==> src/rtl/uart_pkg.sv <==
// Shared types and defaults for the UART transmit arbiter.
package uart_pkg;

  localparam int unsigned UART_BYTE_W    = 8;
  localparam int unsigned START_WAIT_DEF = 16;
  localparam int unsigned GAP_CYCLES_DEF = 2;

  typedef enum logic [2:0] {
    StIdle,
    StArb,
    StLoad,
    StStart,
    StWaitHi,
    StWaitLo,
    StGap
  } arb_state_e;

  // Next round-robin position after idx, wrapping at n.
  function automatic int unsigned rr_next(input int unsigned idx, input int unsigned n);
    return (idx + 32'd1 >= n) ? 32'd0 : idx + 32'd1;
  endfunction

endpackage

==> src/rtl/rr_arbiter.sv <==
// Combinational round-robin pick: first asserted request at or after ptr_i, wrapping.
module rr_arbiter #(
  parameter int unsigned N_REQ = 4,
  localparam int unsigned PtrW = $clog2(N_REQ)
) (
  input  logic [N_REQ-1:0] req_i,
  input  logic [PtrW-1:0]  ptr_i,
  output logic [N_REQ-1:0] gnt_o,
  output logic [PtrW-1:0]  idx_o,
  output logic             valid_o
);

  logic [PtrW-1:0] j;

  always_comb begin
    gnt_o   = '0;
    idx_o   = '0;
    valid_o = 1'b0;
    j       = '0;
    for (int unsigned k = 0; k < N_REQ; k++) begin
      j = PtrW'((32'(ptr_i) + k) % N_REQ);
      if (!valid_o && req_i[j]) begin
        valid_o  = 1'b1;
        gnt_o[j] = 1'b1;
        idx_o    = j;
      end
    end
  end

endmodule

==> src/rtl/uart_tx_arbiter.sv <==
// Round-robin packet arbiter in front of a single UART transmitter byte port.
// Build option: define UART_ARB_TIMEOUT_EN to abort packets stalled for IDLE_TO cycles.
module uart_tx_arbiter
  import uart_pkg::*;
#(
  parameter int unsigned N_REQ      = 4,
  parameter int unsigned START_WAIT = START_WAIT_DEF,
  parameter int unsigned GAP_CYCLES = GAP_CYCLES_DEF,
  parameter int unsigned IDLE_TO    = 1024
) (
  input  logic                         clk,
  input  logic                         reset_n,
  input  logic [N_REQ-1:0]             req_valid,
  input  logic [UART_BYTE_W*N_REQ-1:0] req_data,
  input  logic [N_REQ-1:0]             req_last,
  output logic [N_REQ-1:0]             req_ready,
  output logic [N_REQ-1:0]             grant,
  output logic [UART_BYTE_W-1:0]       tx_data,
  output logic                         tx_start,
  input  logic                         tx_busy,
  output logic                         err_to
);

  localparam int unsigned PtrW   = $clog2(N_REQ);
  localparam int unsigned CntMax = (START_WAIT > GAP_CYCLES) ? START_WAIT : GAP_CYCLES;
  localparam int unsigned CntW   = $clog2(CntMax + 1);

  if (N_REQ < 2 || N_REQ > 8) begin : g_bad_n_req
    $error("uart_tx_arbiter: N_REQ must be in 2..8");
  end
  if (START_WAIT == 0) begin : g_bad_start_wait
    $error("uart_tx_arbiter: START_WAIT must be nonzero");
  end
  if (IDLE_TO == 0) begin : g_bad_idle_to
    $error("uart_tx_arbiter: IDLE_TO must be nonzero");
  end

  arb_state_e             state_q, state_d;
  logic [N_REQ-1:0]       grant_q, grant_d;
  logic [PtrW-1:0]        gidx_q, gidx_d;
  logic [PtrW-1:0]        ptr_q, ptr_d;
  logic [N_REQ-1:0]       req_ready_q, req_ready_d;
  logic [UART_BYTE_W-1:0] tx_data_q, tx_data_d;
  logic                   tx_start_q, tx_start_d;
  logic                   last_q, last_d;
  logic [CntW-1:0]        cnt_q, cnt_d;
  logic                   byte_done;

  logic [UART_BYTE_W-1:0] sel_data;
  logic                   sel_valid;
  logic                   sel_last;

  logic [N_REQ-1:0] arb_gnt;
  logic [PtrW-1:0]  arb_idx;
  logic             arb_valid;

`ifdef UART_ARB_TIMEOUT_EN
  localparam int unsigned ToW = $clog2(IDLE_TO + 1);
  logic [ToW-1:0] to_cnt_q, to_cnt_d;
  logic           err_to_q, err_to_d;
`endif

  // Byte lane of the current owner; only meaningful while grant_q is set.
  always_comb begin
    sel_data  = '0;
    sel_valid = 1'b0;
    sel_last  = 1'b0;
    for (int unsigned i = 0; i < N_REQ; i++) begin
      if (gidx_q == PtrW'(i)) begin
        sel_data  = req_data[i*UART_BYTE_W +: UART_BYTE_W];
        sel_valid = req_valid[i];
        sel_last  = req_last[i];
      end
    end
  end

  rr_arbiter #(
    .N_REQ(N_REQ)
  ) u_rr_arbiter (
    .req_i  (req_valid),
    .ptr_i  (ptr_q),
    .gnt_o  (arb_gnt),
    .idx_o  (arb_idx),
    .valid_o(arb_valid)
  );

  always_comb begin
    state_d     = state_q;
    grant_d     = grant_q;
    gidx_d      = gidx_q;
    ptr_d       = ptr_q;
    req_ready_d = '0;
    tx_data_d   = tx_data_q;
    tx_start_d  = 1'b0;
    last_d      = last_q;
    cnt_d       = cnt_q;
    byte_done   = 1'b0;
`ifdef UART_ARB_TIMEOUT_EN
    err_to_d = 1'b0;
    to_cnt_d = (state_q == StLoad && !sel_valid && to_cnt_q != ToW'(IDLE_TO - 1)) ?
               to_cnt_q + 1'b1 : '0;
`endif

    unique case (state_q)
      StIdle: begin
        if (|req_valid) state_d = StArb;
      end
      StArb: begin
        // Requests may have been withdrawn since IDLE saw them.
        if (arb_valid) begin
          grant_d = arb_gnt;
          gidx_d  = arb_idx;
          state_d = StLoad;
        end else begin
          state_d = StIdle;
        end
      end
      StLoad: begin
        if (sel_valid) begin
          tx_data_d   = sel_data;
          req_ready_d = grant_q;
          last_d      = sel_last;
          tx_start_d  = 1'b1;
          state_d     = StStart;
        end
`ifdef UART_ARB_TIMEOUT_EN
        else if (to_cnt_q == ToW'(IDLE_TO - 1)) begin
          err_to_d = 1'b1;
          grant_d  = '0;
          ptr_d    = PtrW'(rr_next(32'(gidx_q), N_REQ));
          state_d  = StIdle;
        end
`endif
      end
      StStart: begin
        cnt_d   = '0;
        state_d = StWaitHi;
      end
      StWaitHi: begin
        // No busy within the window means the core dropped the start; re-issue it.
        if (tx_busy) begin
          state_d = StWaitLo;
        end else if (cnt_q == CntW'(START_WAIT - 1)) begin
          tx_start_d = 1'b1;
          state_d    = StStart;
        end else begin
          cnt_d = cnt_q + 1'b1;
        end
      end
      StWaitLo: begin
        if (!tx_busy) begin
          if (GAP_CYCLES == 0) begin
            byte_done = 1'b1;
          end else begin
            cnt_d   = '0;
            state_d = StGap;
          end
        end
      end
      StGap: begin
        if (cnt_q == CntW'(GAP_CYCLES - 1)) byte_done = 1'b1;
        else cnt_d = cnt_q + 1'b1;
      end
      default: state_d = StIdle;
    endcase

    if (byte_done) begin
      if (last_q) begin
        grant_d = '0;
        ptr_d   = PtrW'(rr_next(32'(gidx_q), N_REQ));
        state_d = StIdle;
      end else begin
        state_d = StLoad;
      end
    end
  end

  always_ff @(posedge clk or negedge reset_n) begin
    if (!reset_n) begin
      state_q     <= StIdle;
      grant_q     <= '0;
      gidx_q      <= '0;
      ptr_q       <= '0;
      req_ready_q <= '0;
      tx_data_q   <= '0;
      tx_start_q  <= 1'b0;
      last_q      <= 1'b0;
      cnt_q       <= '0;
    end else begin
      state_q     <= state_d;
      grant_q     <= grant_d;
      gidx_q      <= gidx_d;
      ptr_q       <= ptr_d;
      req_ready_q <= req_ready_d;
      tx_data_q   <= tx_data_d;
      tx_start_q  <= tx_start_d;
      last_q      <= last_d;
      cnt_q       <= cnt_d;
    end
  end

`ifdef UART_ARB_TIMEOUT_EN
  always_ff @(posedge clk or negedge reset_n) begin
    if (!reset_n) begin
      to_cnt_q <= '0;
      err_to_q <= 1'b0;
    end else begin
      to_cnt_q <= to_cnt_d;
      err_to_q <= err_to_d;
    end
  end
  assign err_to = err_to_q;
`else
  assign err_to = 1'b0;
`endif

  assign grant     = grant_q;
  assign req_ready = req_ready_q;
  assign tx_data   = tx_data_q;
  assign tx_start  = tx_start_q;

endmodule
==> config.mk <==
export PLATFORM = sky130hd
export DESIGN_NAME = uart_tx_arbiter
export DESIGN_NICKNAME = d
export VERILOG_FILES = /design/src/rtl/uart_pkg.sv /design/src/rtl/rr_arbiter.sv /design/src/rtl/uart_tx_arbiter.sv
export SDC_FILE = /design/constraint.sdc
export NUM_CORES = 1
export LEC_CHECK = 0
export ABC_AREA = 1
export CAP_MARGIN = 0
export CORE_ASPECT_RATIO = 0.9
export CORE_MARGIN = 2
export CORE_UTILIZATION = 50
export CTS_BUF_LIST = sky130_fd_sc_hd__clkbuf_4
export CTS_CLUSTER_DIAMETER = 50
export CTS_CLUSTER_SIZE = 12
export DETAILED_ROUTE_END_ITERATION = 16
export GPL_TIMING_DRIVEN = 0
export PLACE_DENSITY = 0.82
export RECOVER_POWER = 100
export SYNTH_ARGS = -nofsm -noshare
export SYNTH_HDL_FRONTEND = slang
export SYNTH_SLANG_ARGS = --single-unit
==> constraint.sdc <==
create_clock -name clk -period 2 [get_ports clk]
set_clock_uncertainty 0.1 [all_clocks]
set_input_delay 0.6 -clock clk [delete_from_list [all_inputs] [get_ports clk]]
set_output_delay 0.6 -clock clk [all_outputs]
set_load 0.03 [all_outputs]
# After elaboration in Yosys (flattened, before gate mapping)
# Cells that the tools add are included.
[op_classes]
addsub = 5
n_lt_le_gt_ge = 9
eq_ne = 20
muxes = 67
bitwise = 3
reduce_logical = 19
[ops]
columns = ["operator", "n"]
rows = [
  ["4-bit 2-to-1 mux", 10],
  ["8-bit 2-to-1 mux", 4],
  ["1-bit 2-to-1 mux", 25],
  ["3-bit case mux with 7 select lines", 1],
  ["5-bit 2-to-1 mux", 4],
  ["5-bit case mux with 4 select lines", 1],
  ["3-bit 2-to-1 mux", 6],
  ["2-bit 2-to-1 mux", 7],
  ["2-bit by 3-bit < comparator with 1-bit output (second input constant)", 4],
  ["4-bit OR", 3],
  ["2-bit != test (second input constant)", 5],
  ["5-bit AND reduction", 2],
  ["3-bit equality test (second input constant)", 3],
  ["3-bit != test (second input constant)", 3],
  ["1-bit binary-select mux with 2-bit select", 4],
  ["1-bit demux with 2-bit select", 4],
  ["2-bit by 1-bit >= comparator with 1-bit output (second input constant)", 4],
  ["1-bit logical AND", 7],
  ["3-bit by 2-bit equality test with 1-bit output (second input constant)", 2],
  ["2-bit AND reduction", 3],
  ["5-bit by 1-bit adder with 5-bit output (second input constant)", 1],
  ["5-bit by 1-bit equality test with 1-bit output (second input constant)", 1],
  ["5-bit by 4-bit equality test with 1-bit output (second input constant)", 1],
  ["2-bit adder (second input constant)", 2],
  ["13 further kinds", 16],
]
[word_totals]
register_bits = 30
input_bits = 43

# Logic depth before layout (Yosys ltp)
# Gate-level depths: netlist of run 1.
[depth]
depth_word = 16
mapped_depth = 12

# By module
# Synthesis of run 1 repeated with hierarchy kept, for this count alone.
[unflattened]
cells_unflattened = 330
area_unflattened_um2 = 2339.7
[modules_own_cells]
columns = ["module", "n_inst", "cells_per_inst", "area_each_um2", "seq_area_each_um2"]
rows = [
  ["uart_tx_arbiter", 1, 256, 1899.3, 750.7],
  ["rr_arbiter", 1, 74, 440.4, 0.0],
]

# Least setup slack after synthesis of run 1
# No wires, ideal clock.
[synth_timing]
path_kind = "flip-flop to flip-flop"
startpoint = "register ptr_q[0]"
endpoint = "register grant_q[1] (netlist: grant[1])"
setup_ns = 0.121
arrival_time_ns = 1.601
required_ns = 1.779
path_slack_ns = 0.178
path_stages_with_launch = 11
path_buffers = 0
path_cell_list = "dfrtp_1 -> inv_2 -> ha_1 -> inv_1 -> nand3_1 -> nand2_1 -> nor2_2 -> a21oi_1 -> nand2_1 -> nor2_1 -> nor2_1"
[synth_between]
elab_chain_len = 16
word_cells_on_any_way = 52
[synth_rtl]
columns = ["element", "line_no", "text"]
rows = [
  ["start: declaration", "uart_tx_arbiter.sv:41", "logic [PtrW-1:0] ptr_q, ptr_d;"],
  ["start signal: assignment", "uart_tx_arbiter.sv:193", "ptr_q <= ptr_d;"],
  ["branches (longest 12 deep; another with 2-bit by 3-bit < comparator with 1-bit output)", "--", ""],
  ["4-bit 2-to-1 mux *", "uart_tx_arbiter.sv:110", "if (arb_valid) begin"],
  ["4-bit 2-to-1 mux *", "uart_tx_arbiter.sv:104", "unique case (state_q)"],
  ["4-bit 2-to-1 mux", "uart_tx_arbiter.sv:168", "if (last_q) begin"],
  ["4-bit 2-to-1 mux *", "uart_tx_arbiter.sv:167", "if (byte_done) begin"],
  ["named net grant_d[1]", "uart_tx_arbiter.sv:39", "logic [N_REQ-1:0] grant_q, grant_d;"],
  ["end signal: assignment", "uart_tx_arbiter.sv:191", "grant_q <= grant_d;"],
  ["end: declaration", "uart_tx_arbiter.sv:39", ""],
]
# Mark *: on every way through the listed nets, which the timed path passes. The select of a mux whose other input is x is not followed.
# A chain may end at the register's enable or synchronous reset.

# Worst setup path in the final report of run 1
[layout_timing]
startpoint = "input port req_valid[2]"
endpoint = "register grant_q[1] (netlist: grant[1])"
[layout_between]
elab_chain_len = 16
word_cells_on_any_way = 29
[layout_rtl]
columns = ["element", "line_no", "text"]
rows = [
  ["start: declaration", "uart_tx_arbiter.sv:13", "input logic [N_REQ-1:0] req_valid,"],
  ["1-bit binary-select mux with 2-bit select", "rr_arbiter.sv:22", "if (!valid_o && req_i[j]) begin"],
  ["1-bit 2-to-1 mux (implied by the code)", "rr_arbiter.sv:22", ""],
  ["1-bit 2-to-1 mux", "rr_arbiter.sv:22", ""],
  ["1-bit zero test", "rr_arbiter.sv:22", ""],
  ["1-bit logical AND", "rr_arbiter.sv:22", ""],
  ["1-bit 2-to-1 mux", "rr_arbiter.sv:22", ""],
  ["1-bit zero test", "rr_arbiter.sv:22", ""],
  ["1-bit logical AND", "rr_arbiter.sv:22", ""],
  ["1-bit 2-to-1 mux", "rr_arbiter.sv:22", ""],
  ["1-bit zero test", "rr_arbiter.sv:22", ""],
  ["1-bit logical AND", "rr_arbiter.sv:22", ""],
  ["4-bit 2-to-1 mux / 1-bit 2-to-1 mux (equally long branches)", "rr_arbiter.sv:22", ""],
  ["4-bit 2-to-1 mux *", "uart_tx_arbiter.sv:110", ""],
  ["4-bit 2-to-1 mux *", "uart_tx_arbiter.sv:104", ""],
  ["4-bit 2-to-1 mux", "uart_tx_arbiter.sv:168", ""],
  ["4-bit 2-to-1 mux *", "uart_tx_arbiter.sv:167", ""],
  ["named net grant_d[1]", "uart_tx_arbiter.sv:39", ""],
]
# Mark *: on every way through the listed nets, which the timed path passes. The rest lies on a longest branch. The select of a mux whose other input is x is not followed.

==> results of run 1 <==
-- layout by cell type (no fill, tap or decap), types with 3 or more instances in the layout --
cell	instances
ha_1	10
clkdlybuf4s50_1	40
buf_4	8
clkbuf_4	5
nand2_1	65
mux2i_1	10
a21oi_1	25
nand4_1	8
dfrtp_1	28
nor2_4	3
nor2_1	31
nand2_4	6
dlygate4sd2_1	17
inv_2	8
inv_1	21
a21boi_0	4
o21ai_1	11
o21ai_0	10
nand2_2	9
nand3_1	19
-- path summary, 6_finish.rpt --
check	start	endpoint	slack, ps	depth (start not counted)
worst min register to register	tx_data[4]	tx_data[4]	390	2
worst min-delay path	reset_n	tx_data[2]	220	1
min in group clk	tx_data[4]	tx_data[4]	390	2
max in group asynchronous	reset_n	ptr_q[1]	1050	1
worst max-delay path	req_valid[2]	grant[1]	130	10
worst max register to register	gidx_q[0]	tx_data[6]	150	11
-- critical path, delay by kind of cell --
kind	cells	cell delay, ps
buffers and inverters	2	630
and+or+nand+nor	7	620
AOI/OAI and AO/OA	1	140
-- cell type report --
class,instances,area share
plain buffers,7,0.01804
clock buffers,5,0.01230
clock inverters,3,0.02091
inverters,32,0.04141
multi-input cells,229,0.4371
flip-flops and latches,30,0.2468
well taps,62,0.02542
repair buffers,64,0.1980
-- where the power goes --
| part | total, W | switching [W] | internal (W) |
|---|---|---|---|
| Clock | 0.000620 | 0.000235 | 0.000385 |
| Combinational | 0.00271 | 0.00169 | 0.00102 |
| Sequential | 0.00100 | 0.000172 | 0.000832 |
-- sequential cells by signal, indices dropped and copies added, names as in the netlist --
register,count
tx_data,8
tx_start,1
ptr_q,2
gidx_q,2
req_ready,4
last_q,1
cnt_q,5
state_q,3
grant,4
-- kinds of logic (layout without fill, tap and decap cells) --
group | after synthesis | count (layout) | share of synthesized area
compound gates | 55 | 55 | 0.1343
xor+xnor | 1 | 1 | 0.003903
fa+ha+maj | 12 | 12 | 0.06689
buf+inv | 39 | 111 | 0.07357
flops | 30 | 30 | 0.3344
mux | 10 | 10 | 0.04459
other cells | 1 | 1 | 0.001671
simple gates | 150 | 150 | 0.3406
-- what timing repair did --
item | 4_1_cts | 5_1_grt
pin swaps | 0 | 1
endpoints found under the setup margin | 28 | 20
gates resized for setup | 18 | 17
buffers inserted | 0 | 5
hold buffers | 0 | 0
-- metrics by stage --
stage | instance area, um2 | setup TNS (ps) | worst slack (ps) | cells | hold slack, ps
after floorplan | 2245 | 0 | 177.7 | 298 | 204.4
after global placement | 2913 | -11610 | -293.9 | 419 | 371.6
after detailed placement | 2913 | -13640 | -353.3 | 419 | 379.0
after CTS | 2994 | -375.7 | -99.35 | 427 | 399.5
after global routing | 3052 | 0 | 18.52 | 432 | 258.3
final | 3052 | 0 | 130.8 | 432 | 215.2
-- per-layer routing --
| layer | global-route usage | vias to the layer above | wire [um] |
|---|---|---|---|
| li1 | - | 1119 | - |
| met1 | 0.3078 | 1074 | 2668 |
| met2 | 0.4226 | 66 | 2870 |
| met3 | 0.06119 | 10 | 278 |
| met4 | 0.09821 | 0 | 116 |
| met5 | 0 | - | 0 |
==> metrics.txt, run 1 <==
H-tree levels 2; VDD IR max ~0.73 mV; Via density 5.252; clock sink total 30; Slew Viols, Final 0; GP Congestion between 0.8 and 0.9; RSZ-0062 raised after global routing no; first-pass GRT wire length a little under 10,000 um; CTS max path bufs 2; pwr dens approximately 1400 nW/um2; TritonCTS Buffers 5; DR WL/cell approximately 14 um; Syn Inst Count between 200 and 300; worst hold path class input port to asynchronous set/reset pin; DRC 0; syn avg cell area ~7.5 um2; Worst-Skew Late Latency 340 ps; # IOs approximately 60; DRT Wirelength roughly 5900 um; drt first pass iters 4; row cnt 23; Layout area overhead 35.95%; net count after synthesis 353; Arrival @ worst endpoint 2010 ps; CP endpoint kind register; FILL cells slightly below 400; Total Power 0.004333 W; Rel. slew slack 0.4827; largest cells by area after synthesis dfrtp_1 33%, nand2_1 11%, ha_1 6.7%; Most used DFF post-synth dfrtp_1; CP max FO 6; dominant cell type by area after synthesis dfrtp_1; CP required between 2000 and 2500 ps; Crit path largest cell delay roughly 540 ps; Max Freq ~530 MHz; endpoints failing hold 0; die extent in x around 75 um; Pleak 1.507 nW; antenna diode count 0; final core occ 0.6977; crit path cell chain clkdlybuf4s50_1 > inv_1 > nand2_2 > nand3_4 > nand2_4 > nor2_4 > a21oi_1 > nand2_1 > nor2_1 > nor2_1; multi-input logic area about 1300 um2; CP max stage cell clkdlybuf4s50_1; Final setup viols 0; Final period util 0.9346; remaining antenna violation count after routing 0; global route overflow 0; EDFF count, synth 0; top cell type's share of synthesized area 0.3344; crit start category input port; worst-margin pin slew 776.0 ps; CTS tree done; Die ar. a little over 5000 um2; 1st-iter DRT viols 131; CTS Root Cell clkbuf_4; area occupied by registers ~750 um2; Core Region 4374 um2; DP Wirelength ~4400 um; most used cell, CP nor2_1; outcome complete, no violations; Synth cell types 32; Clk pin slew, worst setup/hold paths approximately 100 ps; NumNets Final ~420; post-synthesis sequential area ratio 0.3344; Via Count roughly 2,300; IO Port Bufs 59; antenna violations before repair 0; #FFs+latches synth 30; kind of critical path input port to register; commonest cells in the netlist 65 x nand2_1, 30 x dfrtp_1, 30 x nor2_1, 25 x a21oi_1, 23 x inv_1; Yosys warnings 0; total track usage 0.2505; top-count cell post-synth nand2_1; Cell Area, Synth between 2000 and 2500 um2; chip height approximately 68 um; max-cap viol count 0; asr flop ratio synth 1.000; vias in the first global route between 2,000 and 2,500; ratio of cells with drive above 1 in the final layout 0.1703; largest net degree at the start of global routing 31; Initial Util 0.5132; Tmin final around 1900 ps
No activity file was read; power rests on OpenSTA's default activity.
==> run 2: changes to the inputs <==
Settings changed: CORE_UTILIZATION 50 to 45, PLACE_DENSITY 0.82 to 0.78.
Clock period 2 ns to 1.7 ns, I/O delays scaled along.
==> run 2 against run 1 <==
  * Highest routed layer unchanged
  * Clock power shrank 37%
  * Total power is 29% higher
  * Hold slack got worse by 84 ps
  * Non-clock buffer count grew 13
  * Critical endpoint is now tx_data[2]
  * The flow now finishes with violations (setup timing)
==> metrics.txt, run 2 (same netlist as run 1, synthesis figures left out) <==
outcome finished, violations left; failing checks setup timing; pwr dens 1668 nW/um2 (+18%); NumNets Final 438 (+3.3%); DR WL/cell 14.52 um (+5.7%); remaining antenna violation count after routing 0 (unchanged); max reg flops 8 (unchanged); # IOs 61 (unchanged); worst setup margin -10.17 ps (-140.9 ps); Hold Buf Count CTS 0 (unchanged); Highest Signal Layer met4; CP max stage cell dfrtp_2; worst hold path class input port to asynchronous set/reset pin; antenna diode count 0 (unchanged); most frequent cells in the layout 51 x nand2_1, 37 x clkdlybuf4s50_1, 25 x nor2_1, 25 x dfrtp_1, 20 x nand2_2; Critical R2R Launch gidx_q[0]; row cnt 24 (+4.3%); met2 wire len 3219 um (+12%); CP required 1860 ps (-280 ps); crit start category register; chip height 71 um (+5.1%); Post-Route Setup TNS -17.96 ps (-17.96 ps); delay-heaviest family, CP flip-flops; CTS Root Cell clkbuf_4; RSZ-0062 raised after global routing yes; worst-margin pin slew 752.3 ps (-23.70 ps); WL met1 2791 um (+4.6%); Final setup viols 4 (+4); CTS max path bufs 2 (unchanged); Crit path largest cell delay 460 ps (-80 ps); Layout area overhead 49.33%; antenna violations before repair 0 (unchanged); IO Port Bufs 59 (unchanged); Tmin final 1710 ps; CP Launch Point gidx_q[0]; Clk pin slew, worst setup/hold paths 90 ps (about the same); Via density 5.196 (-1.1%); 1st-iter DRT viols 114 (-13%); first-pass GRT wire length 10,140 um (+4.6%); CP endpoint kind register; DRT Wirelength 6503 um (+9.6%); TritonCTS Buffers 5 (unchanged); vias in the first global route 2,226 (+0.86%); Min Hold Slack 130.9 ps (-84.30 ps); largest net degree at the start of global routing 31 (unchanged); drt first pass iters 4 (unchanged); CTS tree done; clock sink total 30 (unchanged); die extent in x 78.45 um (+5.1%); crit path cell chain buf_4 > ha_1 > buf_6 > nand2_2 > nand2_2 > nand2_4 > buf_6 > nand2_1 > o21ai_1; DP Worst Slack -627.5 ps (-274.2 ps); Initial Util 0.4643 (-0.04887); Arrival @ worst endpoint 1870 ps (-140 ps); max-cap viol count 0 (unchanged); commonest non-fill, non-tap cell in the layout nand2_1; kind of critical path register to register; VDD IR max 0.9004 mV (+23%); DRC 0 (unchanged); endpoints failing hold 0 (unchanged); DP Wirelength 4284 um (-2.5%); Final period util 1.006; Worst Path Buf+Inv 3 (+1); CP max FO 10 (+4); Max Freq roughly 580 MHz; total track usage 0.2302 (-0.02036); Die ar. 5570 um2 (+10%); routed wl met3 409 um (+47%); ratio of cells with drive above 1 in the final layout 0.3577 (+0.1874); Pleak 1.545 nW (+2.5%); global route overflow 0 (unchanged); Rel. slew slack 0.4985 (+0.01580); Worst-Skew Late Latency 330 ps (about the same); Slew Viols, Final 0 (unchanged); Via Count 2,328 (+2.6%); GP Congestion 0.9368 (+4.1%); H-tree levels 2 (unchanged); Core Region 4835 um2 (+11%)
## run 2: routing by layer
layer  vias up  GRT usage
li1       1156          -
met5         -          0
met3        12    0.05485
met2        80     0.4052
met1      1080     0.2847
met4         0    0.06043
## run 2: worst paths after layout
path                       cells after the start  slack, ps    endpoint
max                                            9        -10  tx_data[2]
min                                            1        130  tx_data[6]
max reg2reg                                    9        -10  tx_data[2]
min reg2reg                                    2        390  tx_data[1]
max in group asynchronous                      1        840   gidx_q[1]
min in group clk                               2        390  tx_data[1]
## run 2: final cells by class
type                            instances  area (um2)
Multi-Input combinational cell        230        1580
Fill cell                             378        1483
Inverter                               32       135.1
Buffer                                  7       68.82
Clock buffer                            5       37.54
Tap cell                               65       81.33
Clock inverter                          2       10.01
Timing Repair Buffer                   77       681.9
Sequential cell                        30       757.0
## run 2: what timing repair did
item | 4_1_cts | 5_1_grt
pin swaps | 10 | 27
gates cloned | 2 | 1
gates resized for setup | 78 | 61
buffers inserted | 11 | 5
setup endpoints to repair | 70 | 40
## run 2: per-stage QoR
step / utilization / instances / total power, W / instance area, um2
finish: 0.6933 / 448 / 0.005593 / 3352
global route: 0.6933 / 448 / 0.006028 / 3352
CTS: 0.6638 / 442 / 0.005236 / 3209
detailed placement: 0.6040 / 422 / 0.004342 / 2920
global placement: 0.6040 / 422 / 0.004274 / 2920
floorplan: - / 298 / 0.003438 / 2248
## run 2: report_power, final
part,internal [W],leakage (nW),switching [W],total [W]
clock network,0.000148,0.0308,0.000242,0.000390
registers,0.000986,0.381,0.000246,0.00123
logic,0.00159,1.13,0.00238,0.00397
total,0.00272,1.54,0.00287,0.00559
